$ cat config.mk
export PLATFORM = sky130hd
export DESIGN_NAME = pipe_skid_reg
export DESIGN_NICKNAME = d
export VERILOG_FILES = /design/src/rtl/pipe_pkg.sv /design/src/rtl/sat_counter.sv /design/src/rtl/pipe_skid_reg.sv
export SDC_FILE = /design/constraint.sdc
export NUM_CORES = 1
export LEC_CHECK = 0
export ABC_AREA = 1
export CAP_MARGIN = 25
export CORE_UTILIZATION = 41
export DETAILED_ROUTE_END_ITERATION = 10
export GPL_ROUTABILITY_DRIVEN = 0
export GPL_TIMING_DRIVEN = 0
export PLACE_DENSITY = 0.71
export SLEW_MARGIN = 20
export SYNTH_ARGS = -nofsm -noshare
export SYNTH_HDL_FRONTEND = slang
export SYNTH_SLANG_ARGS = --single-unit
$ cat constraint.sdc
create_clock -name clk -period 2.1 [get_ports clk]
set_clock_uncertainty 0.1 [all_clocks]
set_input_delay 0.525 -clock clk [delete_from_list [all_inputs] [get_ports clk]]
set_output_delay 0.525 -clock clk [all_outputs]
set_load 0.05 [all_outputs]
$ cat src/rtl/pipe_pkg.sv
// Shared types and default widths for the skid-buffered pipeline register.
package pipe_pkg;

  // Occupancy of the two-entry buffer: nothing, main only, main plus skid.
  typedef enum logic [1:0] {
    EMPTY = 2'd0,
    BUSY  = 2'd1,
    FULL  = 2'd2
  } state_t;

  localparam int DEF_DATA_W = 32;
  localparam int DEF_CTRL_W = 8;
  localparam int DEF_CNT_W  = 16;

endpackage

$ cat src/rtl/sat_counter.sv
// Saturating up-counter with synchronous clear; clear wins over increment.
module sat_counter #(
  parameter int W = 16
) (
  input  logic         clk,
  input  logic         rst_n,
  input  logic         inc,
  input  logic         clr,
  output logic [W-1:0] cnt
);

  // Count up on inc, stick at all-ones, zero on clr.
  always_ff @(posedge clk or negedge rst_n) begin
    if (!rst_n)                  cnt <= '0;
    else if (clr)                cnt <= '0;
    else if (inc && cnt != '1)   cnt <= cnt + W'(1);
  end

endmodule

$ cat src/rtl/pipe_skid_reg.sv
// Pipeline register with a skid entry so in_ready is a pure flop decode,
// breaking the combinational out_ready -> in_ready path. Includes a
// saturating count of downstream back-pressure cycles.
module pipe_skid_reg
  import pipe_pkg::*;
#(
  parameter int DATA_W = DEF_DATA_W,
  parameter int CTRL_W = DEF_CTRL_W,
  parameter int CNT_W  = DEF_CNT_W
) (
  input  logic              clk,
  input  logic              rst_n,
  input  logic              flush,
  input  logic              in_valid,
  output logic              in_ready,
  input  logic [DATA_W-1:0] in_data,
  input  logic [CTRL_W-1:0] in_ctrl,
  output logic              out_valid,
  input  logic              out_ready,
  output logic [DATA_W-1:0] out_data,
  output logic [CTRL_W-1:0] out_ctrl,
  input  logic              cnt_clr,
  output logic [CNT_W-1:0]  stall_cnt
);

  typedef struct packed {
    logic [CTRL_W-1:0] ctrl;
    logic [DATA_W-1:0] data;
  } beat_t;

  state_t state;
  beat_t  main_q, skid_q, in_beat;
  logic   in_fire, out_fire;

  assign in_beat   = {in_ctrl, in_data};
  assign in_ready  = (state != FULL);
  assign out_valid = (state != EMPTY);
  assign in_fire   = in_valid & in_ready;
  assign out_fire  = out_valid & out_ready;

  // Bubbles carry no control: main may hold a stale beat after draining.
  assign out_data = out_valid ? main_q.data : '0;
  assign out_ctrl = out_valid ? main_q.ctrl : '0;

  // Occupancy FSM and the two storage entries; flush overrides any transfer.
  always_ff @(posedge clk or negedge rst_n) begin
    if (!rst_n) begin
      state  <= EMPTY;
      main_q <= '0;
      skid_q <= '0;
    end else if (flush) begin
      state  <= EMPTY;
      main_q <= '0;
      skid_q <= '0;
    end else begin
      case (state)
        EMPTY: begin
          if (in_fire) begin
            main_q <= in_beat;
            state  <= BUSY;
          end
        end
        BUSY: begin
          case ({in_fire, out_fire})
            2'b11:   main_q <= in_beat;
            2'b10: begin
              skid_q <= in_beat;
              state  <= FULL;
            end
            2'b01:   state <= EMPTY;
            default: ;
          endcase
        end
        FULL: begin
          if (out_fire) begin
            main_q <= skid_q;
            state  <= BUSY;
          end
        end
        default: state <= EMPTY;
      endcase
    end
  end

  sat_counter #(.W(CNT_W)) u_stall_cnt (
    .clk   (clk),
    .rst_n (rst_n),
    .inc   (out_valid & ~out_ready),
    .clr   (cnt_clr),
    .cnt   (stall_cnt)
  );

endmodule

== Word level (Yosys, flattened, before mapping) ==
Index checks and enable logic that the tools add are counted.
Cells by class
  reduce and logical (&&, ||, !) cells: 10
  multiplexer cells: 17
  equality and inequality tests: 11
  bitwise gates (word level): 4
  add/sub/neg operators: 1
Operators by type and width (count)
  40-bit two-way mux: 7
  40-bit one-hot mux with 3 select lines: 1
  16-bit two-way mux: 2
  32-bit two-way mux: 1
  16-bit by 1-bit adder with 16-bit output (second input constant): 1
  16-bit inequality test (second input constant): 1
  8-bit two-way mux: 1
  2-bit nonzero test: 4
  2-bit equality test (second input constant): 3
  2-bit two-way mux: 3
  3-bit inequality test (second input constant): 2
  2-bit one-hot mux with 3 select lines: 1
  2-bit by 1-bit equality test with 1-bit output (second input constant): 2
  4-bit by 3-bit inequality test with 1-bit output (second input constant): 1
  2-bit one-hot mux with 2 select lines: 1
  4-bit AND reduction: 1
  4-bit nonzero test: 1
  1-bit AND: 3
  3-bit by 2-bit inequality test with 1-bit output (second input constant): 1
  3-bit AND reduction: 1
  2-bit zero test: 1
  2-bit inequality test (second input constant): 1
  2-bit AND reduction: 1
  1-bit logical AND: 1
  1-bit inverter: 1
Storage, ports and cells
  output and inout bits: 58
  logic and storage cells: 49
  flip-flop bits (word level): 98
  input port bits: 46

== Longest topological paths before layout ==
  depth after elaboration: 6
  depth in mapped cells: 10

== Cells and area by module ==
Synthesis repeated with hierarchy kept, for this count alone.
Second synthesis, totals
  cell total of the unflattened synthesis: 729
  area, all modules: 5295.1 µm²
By module, submodules not included
  pipe_skid_reg: cells an instance 585, area an instance 4257.8 µm², instances 1, sequential area each 2052.0 µm²
  sat_counter: cells an instance 144, area an instance 1037.2 µm², instances 1, sequential area each 400.4 µm²

== Worst setup path after synthesis ==
OpenSTA, ideal clock, no wires.
  kind: reg-to-reg
  start: reg u_stall_cnt.cnt[1]
  end: reg u_stall_cnt.cnt[12]
  data arrival time: 1834 ps
  required time: 1934 ps
  path slack: 100 ps
  library setup time: 66 ps
  clock period less this slack: 2000 ps
  stages on the path, launching flop included: 11
  path through: dfrtp_1 > ha_1 > nand2_2 > nor2_4 > nand2_2 > nor2_4 > nor2_4 > nor2_4 > buf_4 > nand2_1 > nand2_1
Between the ends
  word-level cells in the longest chain between the ends: 3
RTL lines
  from (decl): RTL line sat_counter.sv:9  | output logic [W-1:0] cnt
  from (signal assigned): RTL line sat_counter.sv:16  | else if (inc && cnt != '1) cnt <= cnt + W'(1);
  16-bit by 1-bit adder with 16-bit output / 16-bit inequality test (equally long branches): RTL line sat_counter.sv:16
  16-bit two-way mux / 1-bit logical AND (equally long branches): RTL line sat_counter.sv:16
  16-bit two-way mux / 2-bit nonzero test (equally long branches)
Several ways; a longest one is shown, not always the timed one. The select of a mux whose other input is x is not followed.
A chain may end at the register's enable or synchronous reset.

== Worst setup path in the final report ==
  start: reg state[0]
  end: out out_data[31]
Between the ends
  word-level cells in the longest chain between the ends: 2
RTL lines
  from (decl): RTL line pipe_skid_reg.sv:31  | state_t state;
  from (signal assigned): RTL line pipe_skid_reg.sv:48  | state <= EMPTY;
  from (signal assigned): RTL line pipe_skid_reg.sv:52  | state <= EMPTY;
  from (signal assigned): RTL line pipe_skid_reg.sv:60  | state <= BUSY;
  2-bit nonzero test: RTL line pipe_skid_reg.sv:37  | assign out_valid = (state != EMPTY);
  32-bit two-way mux: RTL line pipe_skid_reg.sv:42  | assign out_data = out_valid ? main_q.data : '0;
  to (decl): RTL line pipe_skid_reg.sv:20  | output logic [DATA_W-1:0] out_data,
Every way passes these cells.

==> metrics.md <==
| Metric | Value |
|---|---|
| IO Port Bufs | 103 |
| Async set-reset flop share out of synthesis | 1.00 |
| Slowest stage cell on the critical path | dfrtp_2 |
| Worst VDD drop | 0.000369 V |
| Slew Limit Fails | 0 |
| Drt wl/cell | 14.6 µm |
| Number of synthesized flops with an enable pin | 0 |
| Most frequent cell after synthesis | nand2_1 |
| Layout Utilization | 0.555 |
| Synth Area in Simple Gates | 0.212 |
| Internal power | 3.10 mW |
| Starting density of the core | 0.422 |
| Post-Syn Nets | approximately 660 |
| I/O Pins | 104 |
| Slew HR | 0.635 |
| Synth Flop Type | dfrtp_1 |
| CP Capture Type | primary output |
| DRC | 0 |
| Cell Area, Synth | approximately 5000 µm² |
| Startpoint Class | flop |
| Total Nets Final | 779 |
| Combinational share of power | 0.178 |
| Skew-Pair Late Insertion Delay | 340 ps |
| Worst-Margin Slew | 547 ps |
| Netlist cell types | 28 |
| Power per cell area | 644 nW/µm² |
| CTS Sinks | 98 |
| ANT cells | 0 |
| Outcome | complete, but fails checks |
| DP HPWL | 9.37 mm |
| Final hold vios | 2 |
| Flop-to-flop setup slack | around 260 ps |
| Hold slack | -8.65 ps |
| GR Util met2 | 0.375 |
| CTS tree | built |
| Fin crit share | 0.992 |
| Psw | 1.21 mW |
| DR pass1 iterations | 5 |
| Syn Inst Count | ~600 |
| Vias in the first global route | 4650 |
| CP Max Fanout | 10 |
| Clock power frac | 0.359 |
| Worst setup margin | around 18 ps |
| Vias | 4629 |
| CTS clk-pin slew, worst paths | 70 ps |
| HP Class | in -> async |
| CP delay by family, top | buffers and inverters |
| Post-synth top cells | 100 x nand2_1, 99 x inv_1, 98 x dfrtp_1, 85 x o21ai_0, 58 x nand3_1 |
| Synth Area in Adders | 0.00246 |
| First-pass GRT wire length | 22.1 mm |
| H-tree level count | 3 |
| Hold_buf cts | 0 |
| Top post-synthesis cells by area | dfrtp_1 48%, o22ai_2 9.8%, o21ai_0 8.4%, nand2_1 7.4%, inv_1 7.3% |
| Failing checks | negative hold slack |
| CP most frequent cell | buf_4 |
| Sequential group share of total power | 0.463 |
| Yosys top cell by area | dfrtp_1 |
| CP cell instances | nor2_4, buf_4, buf_8, nor2_1, buf_4 |
| Post-detailed-route count of antenna-violating nets | 0 |
| GRT busiest layer | met2 |
| CTS buffer count | 9 |
| Longest Clk Path Bufs | 2 |
| Post-layout minimum cycle time | 2080 ps |
| Die ar. | 12900 µm² |
| Sw frac | 0.282 |
| GR Util met3 | 0.0292 |
| Clock Tree Root | clkbuf_16 |
| Area share of the largest cell type after synthesis | 0.482 |
| Post-synthesis mux area share | 0 |
| Placement Setup Slack | -517 ps |
| GRT Total Usage | 0.217 |
| Final setup violation count | 0 |
| Layout cells sized above 1 | 0.187 |
| RSZ-0062 raised after global routing | true |
| Syn Area/Cell | 8.31 µm² |
| Synthesized flop and latch total | roughly 100 |
| FMAX | between 400 and 500 MHz |
| Grt met1 use | 0.283 |
| Synth-to-Final Area Change | 31.5% |
| Register area share after synthesis | 0.482 |
| # Max-Cap Violations | 0 |
| WP buf/inv | 3 |
| Critical path type | reg -> out |
| Post-Route WL | about 13 mm |
| Post-route design area | 6690 µm² |
| CP arrival | 1460 ps |
| Initial antenna violation count | 0 |
| Num rows | 40 |
| Ys Warns | 0 |
| GRT overflow | 0 |
| Dpl cell area | between 6000 and 7000 µm² |
| Largest family of logic cells by synthesized area | simple AND/OR/NAND/NOR gates |
| Design Power | 4.31 mW |
| Core ar. | approximately 12000 µm² |
| DRT iter0 DRCs | 303 |
| DR vias/cell | 5.11 |
| Chip Width | 113 µm |
| Post-synthesis xor/xnor area fraction | 0.00516 |
| Worst EP required | between 1000 and 1500 ps |
| Total leakage power | 3.27 nW |
| Synth Area in Compound Gates | 0.189 |
| Slowest stage delay, CP | 440 ps |
| Largest net degree at the start of global routing | slightly below 60 |
| Die H | 113 µm |
## cell usage in the layout, fill, tap and decap left out, types with 2 or more instances in the layout
| cell type | instances |
|---|---|
| a21oi_1 | 3 |
| nor2_2 | 3 |
| nand2_1 | 100 |
| dlygate4sd2_1 | 16 |
| nor2_4 | 6 |
| buf_8 | 3 |
| buf_1 | 5 |
| nand2_2 | 2 |
| buf_4 | 17 |
| nor2_1 | 56 |
| dfrtp_2 | 2 |
| buf_2 | 11 |
| nand4_1 | 12 |
| o22ai_2 | 40 |
| clkbuf_16 | 9 |
| xor2_1 | 3 |
| dfrtp_1 | 96 |
| clkbuf_1 | 14 |
| nand3_1 | 58 |
| clkdlybuf4s50_1 | 44 |
| clkinv_2 | 3 |
| o21ai_0 | 85 |
| buf_6 | 32 |
| inv_1 | 99 |
## repair_timing
item | in CTS | in global routing
setup endpoints to repair | 58 | 42
gates cloned | 0 | 1
setup buffers | 0 | 5
pin swaps | 0 | 1
hold endpoints to repair | 0 | 0
resized for setup | 238 | 104
## stage by stage
| stage | hold WS, ps | instances | setup TNS (ps) |
|---|---|---|---|
| floorplan | 129 | 612 | 0 |
| global placement | 389 | 883 | -336490 |
| detailed placement | 366 | 884 | -22660 |
| CTS | 3.54 | 899 | -20.0 |
| global route | 12.0 | 905 | -324 |
| finish | -8.65 | 905 | 0 |
## power groups by stage
| stage | combinational [mW] | sequential [mW] | clock (mW) |
|---|---|---|---|
| 4_1_cts | 0.715 | 2.00 | 1.58 |
| 5_1_grt | 0.833 | 2.00 | 1.66 |
| 3_3_place_gp | 0.709 | 2.03 | 0 |
| 3_5_place_dp | 0.730 | 2.03 | 0 |
| 6_report | 0.766 | 2.00 | 1.55 |
| 2_1_floorplan | 0.440 | 2.03 | 0 |
## final cells by class
cell class / count / area [µm²]
fill: 1095 / 5370
sequential: 98 / 2450
multi-input combinational: 376 / 2080
timing repair buffer: 110 / 1070
inverter: 102 / 385
clock buffer: 10 / 239
buffer: 35 / 215
tap: 168 / 210
clock inverter: 6 / 40.0
## kinds of logic (layout without fill, tap and decap cells)
family,Yosys count,after routing
simple gates,241,241
buf+inv,138,263
compound gates,131,131
flops,98,98
xor+xnor,3,3
fa+ha+maj,1,1
## per-layer routing
metal	vias to the layer above	wire [µm]
met1	2244	5700
met3	14	615
met5	-	0
met4	0	211
met2	156	6640
li1	2215	-
## flip-flops by register name, summed over array words and instances, names as in the netlist
signal	count
state	2
main_q	40
u_stall_cnt.cnt	16
skid_q	40
## worst paths after layout
check / start / end / cells past startpoint
hold / removal: rst_n / u_stall_cnt.cnt[5] / 1
max in group asynchronous: rst_n / state[1] / 2
hold reg to reg: skid_q[29] / skid_q[29] / 2
setup / recovery: state[0] / out_data[31] / 5
min in group clk: skid_q[29] / skid_q[29] / 2
setup reg to reg: u_stall_cnt.cnt[1] / u_stall_cnt.cnt[12] / 10
Note: power is estimated with default switching activity, not from simulation.
